File: src/rtl/freq_sweep_ctrl.sv
`default_nettype none
// ============================================================================
// Module   : freq_sweep_ctrl
// Purpose  : Steps freq_gen's freq_sel linearly from start to stop, holding
//            each value for a programmed number of generated-clock edges.
// Revision : 1.0 - initial release
// ============================================================================
module freq_sweep_ctrl #(
  parameter int DATA_WIDTH  = 8,
  parameter int DWELL_WIDTH = 16
) (
  input  logic                   clk_in,
  input  logic                   rst,
  input  logic                   i_start,
  input  logic                   i_abort,
  input  logic [DATA_WIDTH-1:0]  i_freq_start,
  input  logic [DATA_WIDTH-1:0]  i_freq_stop,
  input  logic [DATA_WIDTH-1:0]  i_freq_step,
  input  logic [DWELL_WIDTH-1:0] i_dwell_cycles,
  input  logic                   i_gen_clk,
  output logic [DATA_WIDTH-1:0]  o_freq_sel,
  output logic                   o_busy,
  output logic                   o_step_strobe,
  output logic                   o_done
);

  typedef enum logic [1:0] {
    S_IDLE  = 2'd0,
    S_LOAD  = 2'd1,
    S_DWELL = 2'd2,
    S_DONE  = 2'd3
  } state_t;

  state_t                 r_state;
  logic                   r_gen_q;
  logic [DWELL_WIDTH-1:0] r_cnt;
  logic [DATA_WIDTH-1:0]  r_start_l;
  logic [DATA_WIDTH-1:0]  r_stop_l;
  logic [DATA_WIDTH-1:0]  r_step_l;
  logic [DWELL_WIDTH-1:0] r_dwell_l;
  logic                   r_dir_up;
  logic [DATA_WIDTH-1:0]  r_freq_sel;
  logic                   r_busy;
  logic                   r_strobe;
  logic                   r_done;

  logic                   w_gen_rise;
  logic                   w_dwell_end;
  logic                   w_last_step;
  logic [DATA_WIDTH:0]    w_sum;
  logic [DATA_WIDTH:0]    w_diff;
  logic [DATA_WIDTH-1:0]  w_next;

  assign w_gen_rise  = i_gen_clk & ~r_gen_q;
  assign w_dwell_end = (r_cnt == (r_dwell_l - DWELL_WIDTH'(1)));
  assign w_last_step = (r_freq_sel == r_stop_l) || (r_step_l == '0);

  // The extra top bit exposes carry/borrow so wrap-around clamps to stop.
  assign w_sum  = {1'b0, r_freq_sel} + {1'b0, r_step_l};
  assign w_diff = {1'b0, r_freq_sel} - {1'b0, r_step_l};

  always_comb begin
    w_next = r_stop_l;
    if (r_dir_up) begin
      if (!w_sum[DATA_WIDTH] && (w_sum[DATA_WIDTH-1:0] < r_stop_l))
        w_next = w_sum[DATA_WIDTH-1:0];
    end else begin
      if (!w_diff[DATA_WIDTH] && (w_diff[DATA_WIDTH-1:0] > r_stop_l))
        w_next = w_diff[DATA_WIDTH-1:0];
    end
  end

  always_ff @(posedge clk_in) begin
    if (rst) begin
      r_state    <= S_IDLE;
      r_gen_q    <= 1'b0;
      r_cnt      <= '0;
      r_start_l  <= '0;
      r_stop_l   <= '0;
      r_step_l   <= '0;
      r_dwell_l  <= DWELL_WIDTH'(1);
      r_dir_up   <= 1'b1;
      r_freq_sel <= '0;
      r_busy     <= 1'b0;
      r_strobe   <= 1'b0;
      r_done     <= 1'b0;
    end else begin
      r_gen_q  <= i_gen_clk;
      r_strobe <= 1'b0;
      r_done   <= 1'b0;
      case (r_state)
        S_IDLE: begin
          if (i_start && !i_abort) begin
            r_start_l <= i_freq_start;
            r_stop_l  <= i_freq_stop;
            r_step_l  <= i_freq_step;
            r_dwell_l <= (i_dwell_cycles == '0) ? DWELL_WIDTH'(1) : i_dwell_cycles;
            r_dir_up  <= (i_freq_start <= i_freq_stop);
            r_busy    <= 1'b1;
            r_state   <= S_LOAD;
          end
        end
        S_LOAD: begin
          if (i_abort) begin
            r_busy  <= 1'b0;
            r_state <= S_IDLE;
          end else begin
            r_freq_sel <= r_start_l;
            r_strobe   <= 1'b1;
            r_cnt      <= '0;
            r_state    <= S_DWELL;
          end
        end
        S_DWELL: begin
          if (i_abort) begin
            r_busy  <= 1'b0;
            r_state <= S_IDLE;
          end else if (w_gen_rise) begin
            if (w_dwell_end) begin
              if (w_last_step) begin
                r_busy  <= 1'b0;
                r_done  <= 1'b1;
                r_state <= S_DONE;
              end else begin
                r_freq_sel <= w_next;
                r_strobe   <= 1'b1;
                r_cnt      <= '0;
              end
            end else begin
              r_cnt <= r_cnt + DWELL_WIDTH'(1);
            end
          end
        end
        S_DONE: begin
          r_state <= S_IDLE;
        end
        default: begin
          r_state <= S_IDLE;
        end
      endcase
    end
  end

  assign o_freq_sel    = r_freq_sel;
  assign o_busy        = r_busy;
  assign o_step_strobe = r_strobe;
  assign o_done        = r_done;

endmodule
`default_nettype wire
File: config.mk
export PLATFORM = sky130hd
export DESIGN_NAME = freq_sweep_ctrl
export DESIGN_NICKNAME = d
export VERILOG_FILES = /design/src/rtl/freq_sweep_ctrl.sv
export SDC_FILE = /design/constraint.sdc
export NUM_CORES = 1
export LEC_CHECK = 0
export CORE_UTILIZATION = 33
export CTS_CLUSTER_DIAMETER = 80
export DETAILED_ROUTE_END_ITERATION = 6
export GPL_ROUTABILITY_DRIVEN = 0
export GPL_TIMING_DRIVEN = 0
export SLEW_MARGIN = 15
export SYNTH_ARGS = -nofsm -noshare
export SYNTH_HDL_FRONTEND = slang
export SYNTH_SLANG_ARGS = --single-unit
File: constraint.sdc
create_clock -name clk_in -period 4.23 [get_ports clk_in]
set_input_delay 0.6345 -clock clk_in [delete_from_list [all_inputs] [get_ports clk_in]]
set_output_delay 0.6345 -clock clk_in [all_outputs]
set_load 0.02 [all_outputs]
==> impl_metrics.env <==
export IMPL_grt_most_used_layer="met1"
export IMPL_setup_tns_ps=0
export IMPL_grtUsageMet3=0.02513
export IMPL_cp_required_ps=4470
export IMPL_htree_num_levels=3
export IMPL_power_density_nw_per_um2=359.3
export IMPL_use_met1=0.2770
export IMPL_io_pins=56
export IMPL_setup_violations=0
export IMPL_clkTransAtPathRegs_ps=60
export IMPL_synth_area_leader_cell="dfxtp_1"
export IMPL_cp_max_fo=9
export IMPL_syn_area_per_cell_sq_um=7.617
export IMPL_dp_cells=946
export IMPL_grt_ovfl_total=0
export IMPL_clk_latency_ps=340
export IMPL_cap_violations=0
export IMPL_p_total_mw=2.277
export IMPL_finalCritPeriodShare=0.9170
export IMPL_skew_ps=11.17
export IMPL_antenna_found_initial=0
export IMPL_ys_flop_type="dfxtp_1"
export IMPL_hold_path_class="flop to flop"
export IMPL_outcome="finished, final reports clean"
export IMPL_cts_root_buf="clkbuf_16"
export IMPL_synth_cell_types=65
export IMPL_start_util=0.3400
export IMPL_area_growth_pct=22.17
export IMPL_final_cell_mix="nand2_1 (109), dfxtp_1 (71), a21oi_1 (68), clkdlybuf4s50_1 (54), ha_1 (47)"
export IMPL_grt_max_degree=15
export IMPL_syn_nets=775
export IMPL_cp_arrival_ps=4110
export IMPL_drive_above_1_share=0.05459
export IMPL_vias=4981
export IMPL_final_antenna_net_count=0
export IMPL_cts_inserted_buffers=9
export IMPL_rsz0062_at_grt="no"
export IMPL_p_leak_nw=2.383
export IMPL_drtIter0Drc=265
export IMPL_yosysWarnings=0
export IMPL_final_core_util=0.4153
export IMPL_crit_type="flop to flop"
export IMPL_period_minus_slack_ps=3879
export IMPL_netlist_area_sq_um=5187
export IMPL_path_cells="inv_1 -> ha_1 -> clkbuf_1 -> o21a_1 -> o31a_1 -> o21ai_0 -> a21oi_1 -> xor2_1 -> ha_1 -> nand4_1 -> o22ai_1 -> a31oi_1 -> nand3b_1 -> o21ai_2 -> o22ai_1 -> o41ai_1"
export IMPL_syn_inst=681
export IMPL_wl_per_cell_um=14.93
export IMPL_io_buffers=54
export IMPL_die_y_um=127.4
export IMPL_cp_start_kind="flop"
export IMPL_grt_use_met2=0.2748
export IMPL_insertedDiodeCount=0
export IMPL_finalWirelength_um=14360
export IMPL_final_common_cell="nand2_1"
export IMPL_dp_hpwl_um=11390
export IMPL_crit_path_top_delay_cell="o21ai_2"
export IMPL_fin_cells=962
export IMPL_irDropWorstVdd_mv=0.2301
export IMPL_die_w_um=127.4
export IMPL_slowest_delay_ps=390
export IMPL_firstDrtPassIters=5
export IMPL_hold_ws_ps=461.2
export IMPL_synth_edf_count=0
export IMPL_synth_top_area_frac=0.2740
export IMPL_routed_via_density=5.178
export IMPL_cts_tree="built"
export IMPL_place_ws_ps=-81.84
export IMPL_synthArstFlopShare=0
export IMPL_coreArea_sq_um=15260
export IMPL_finalHoldViolCount=0
export IMPL_grt_pass1_wl_um=23590
export IMPL_ys_ff_latch=71
export IMPL_grt_pass1_vias=4549
export IMPL_timing_fmax_ghz=0.2578
export IMPL_drc=0
export IMPL_clock_sinks=71
export IMPL_finalWorstSetupSlack_ps=351.2
export IMPL_clockBufferDepth=2
export IMPL_grt_usage=0.1835
export IMPL_place_area_sq_um=5992
export IMPL_max_slew_worst_pin_slew_ps=801.1
export IMPL_num_rows=45
export IMPL_die_area_sq_um=16220
export IMPL_stdcell_area_sq_um=6337
export IMPL_maxSlewHeadroom=0.4646
export IMPL_ys_seq_area_frac=0.2740
export IMPL_synthTopCellsByArea="dfxtp_1 (27%), ha_1 (11%), nand2_1 (7.9%)"
export IMPL_critPathCaptureType="flop"
export IMPL_layout_nets=840
export IMPL_drv_slew=0
[critical path: cells and delay by family (launching register included)]
kind | cells | cell delay, ps
compound gates | 9 | 1780
xor+xnor | 1 | 250
fa+ha+maj | 2 | 550
buf+inv | 2 | 370
flops | 1 | 380
simple gates | 2 | 440
[where the power goes]
group | internal (mW) | switching, mW | leakage [nW] | total, mW
clock network | 0.524 | 0.319 | 0.161 | 0.843
logic | 0.297 | 0.400 | 1.65 | 0.697
registers | 0.699 | 0.0382 | 0.577 | 0.738
[layout make-up]
cell class | instances | area [sq um]
Sequential cell | 71 | 1421
Timing Repair Buffer | 54 | 540.5
Multi-Input combinational cell | 531 | 3465
Clock inverter | 7 | 103.9
Tap cell | 211 | 264.0
Inverter | 44 | 165.2
Fill cell | 1591 | 8921
Clock buffer | 9 | 225.2
Buffer | 35 | 152.6
[state kept, by name, indices dropped and copies added, names as in the netlist]
signal and flops:
r_state 2, r_start_l 8, r_dir_up 1, r_gen_q 1
o_freq_sel 8, r_cnt 16, r_dwell_l 16, r_stop_l 8
o_step_strobe 1, o_done 1, o_busy 1, r_step_l 8
[final timing paths]
check          startpoint       endpoint  slack (ps)  cells after the start
max reg2reg   r_step_l[2]  o_freq_sel[4]         350                     16
max           r_step_l[2]  o_freq_sel[4]         350                     16
min reg2reg  r_start_l[4]   r_start_l[4]         460                      2
min          r_start_l[4]   r_start_l[4]         460                      2
[metal layers]
layer	share of wire	wire length, um
met1	0.53	7654
met2	0.42	6080
met3	0.035	498
met4	0.0088	127
met5	0	0
[what timing repair did]
| item | CTS | global route |
|---|---|---|
| gates resized for setup | 1 | 3 |
| buffers inserted | 0 | 0 |
| endpoints found under the hold margin | 0 | 0 |
| endpoints found under the setup margin | 6 | 6 |
| gates cloned | 0 | 0 |
| hold buffers | 0 | 0 |
[cell usage after synthesis (4+ instances only)]
cell and instances:
inv_1 44, a211oi_1 7, or3_1 6, a31oi_1 4, buf_2 5, nor4_1 14, dfxtp_1 71, nand3_1 11
nand3b_1 5, o31ai_1 4, a21o_1 5, xnor2_1 24, nand4_1 12, o22ai_1 4, ha_1 47, o21a_1 5
a211o_1 4, or2_2 4, o211ai_1 8, nor2_1 36, nand2_1 109, o21ai_1 19, nor2b_1 10, xor2_1 18
nand2b_1 5, o32a_1 5, o21ai_0 13, clkbuf_1 27, and3_1 7, nor3_1 23, a21oi_1 68
[kinds of logic (layout without fill, tap and decap cells)]
logic type | Yosys count | count (layout) | synth area share
compound gates | 172 | 172 | 0.2123
xor+xnor | 42 | 42 | 0.07091
fa+ha+maj | 49 | 49 | 0.1211
buf+inv | 79 | 149 | 0.06126
flops | 71 | 71 | 0.2740
mux | 4 | 4 | 0.007960
simple gates | 264 | 264 | 0.2525
(Power assumes the default switching activity.)
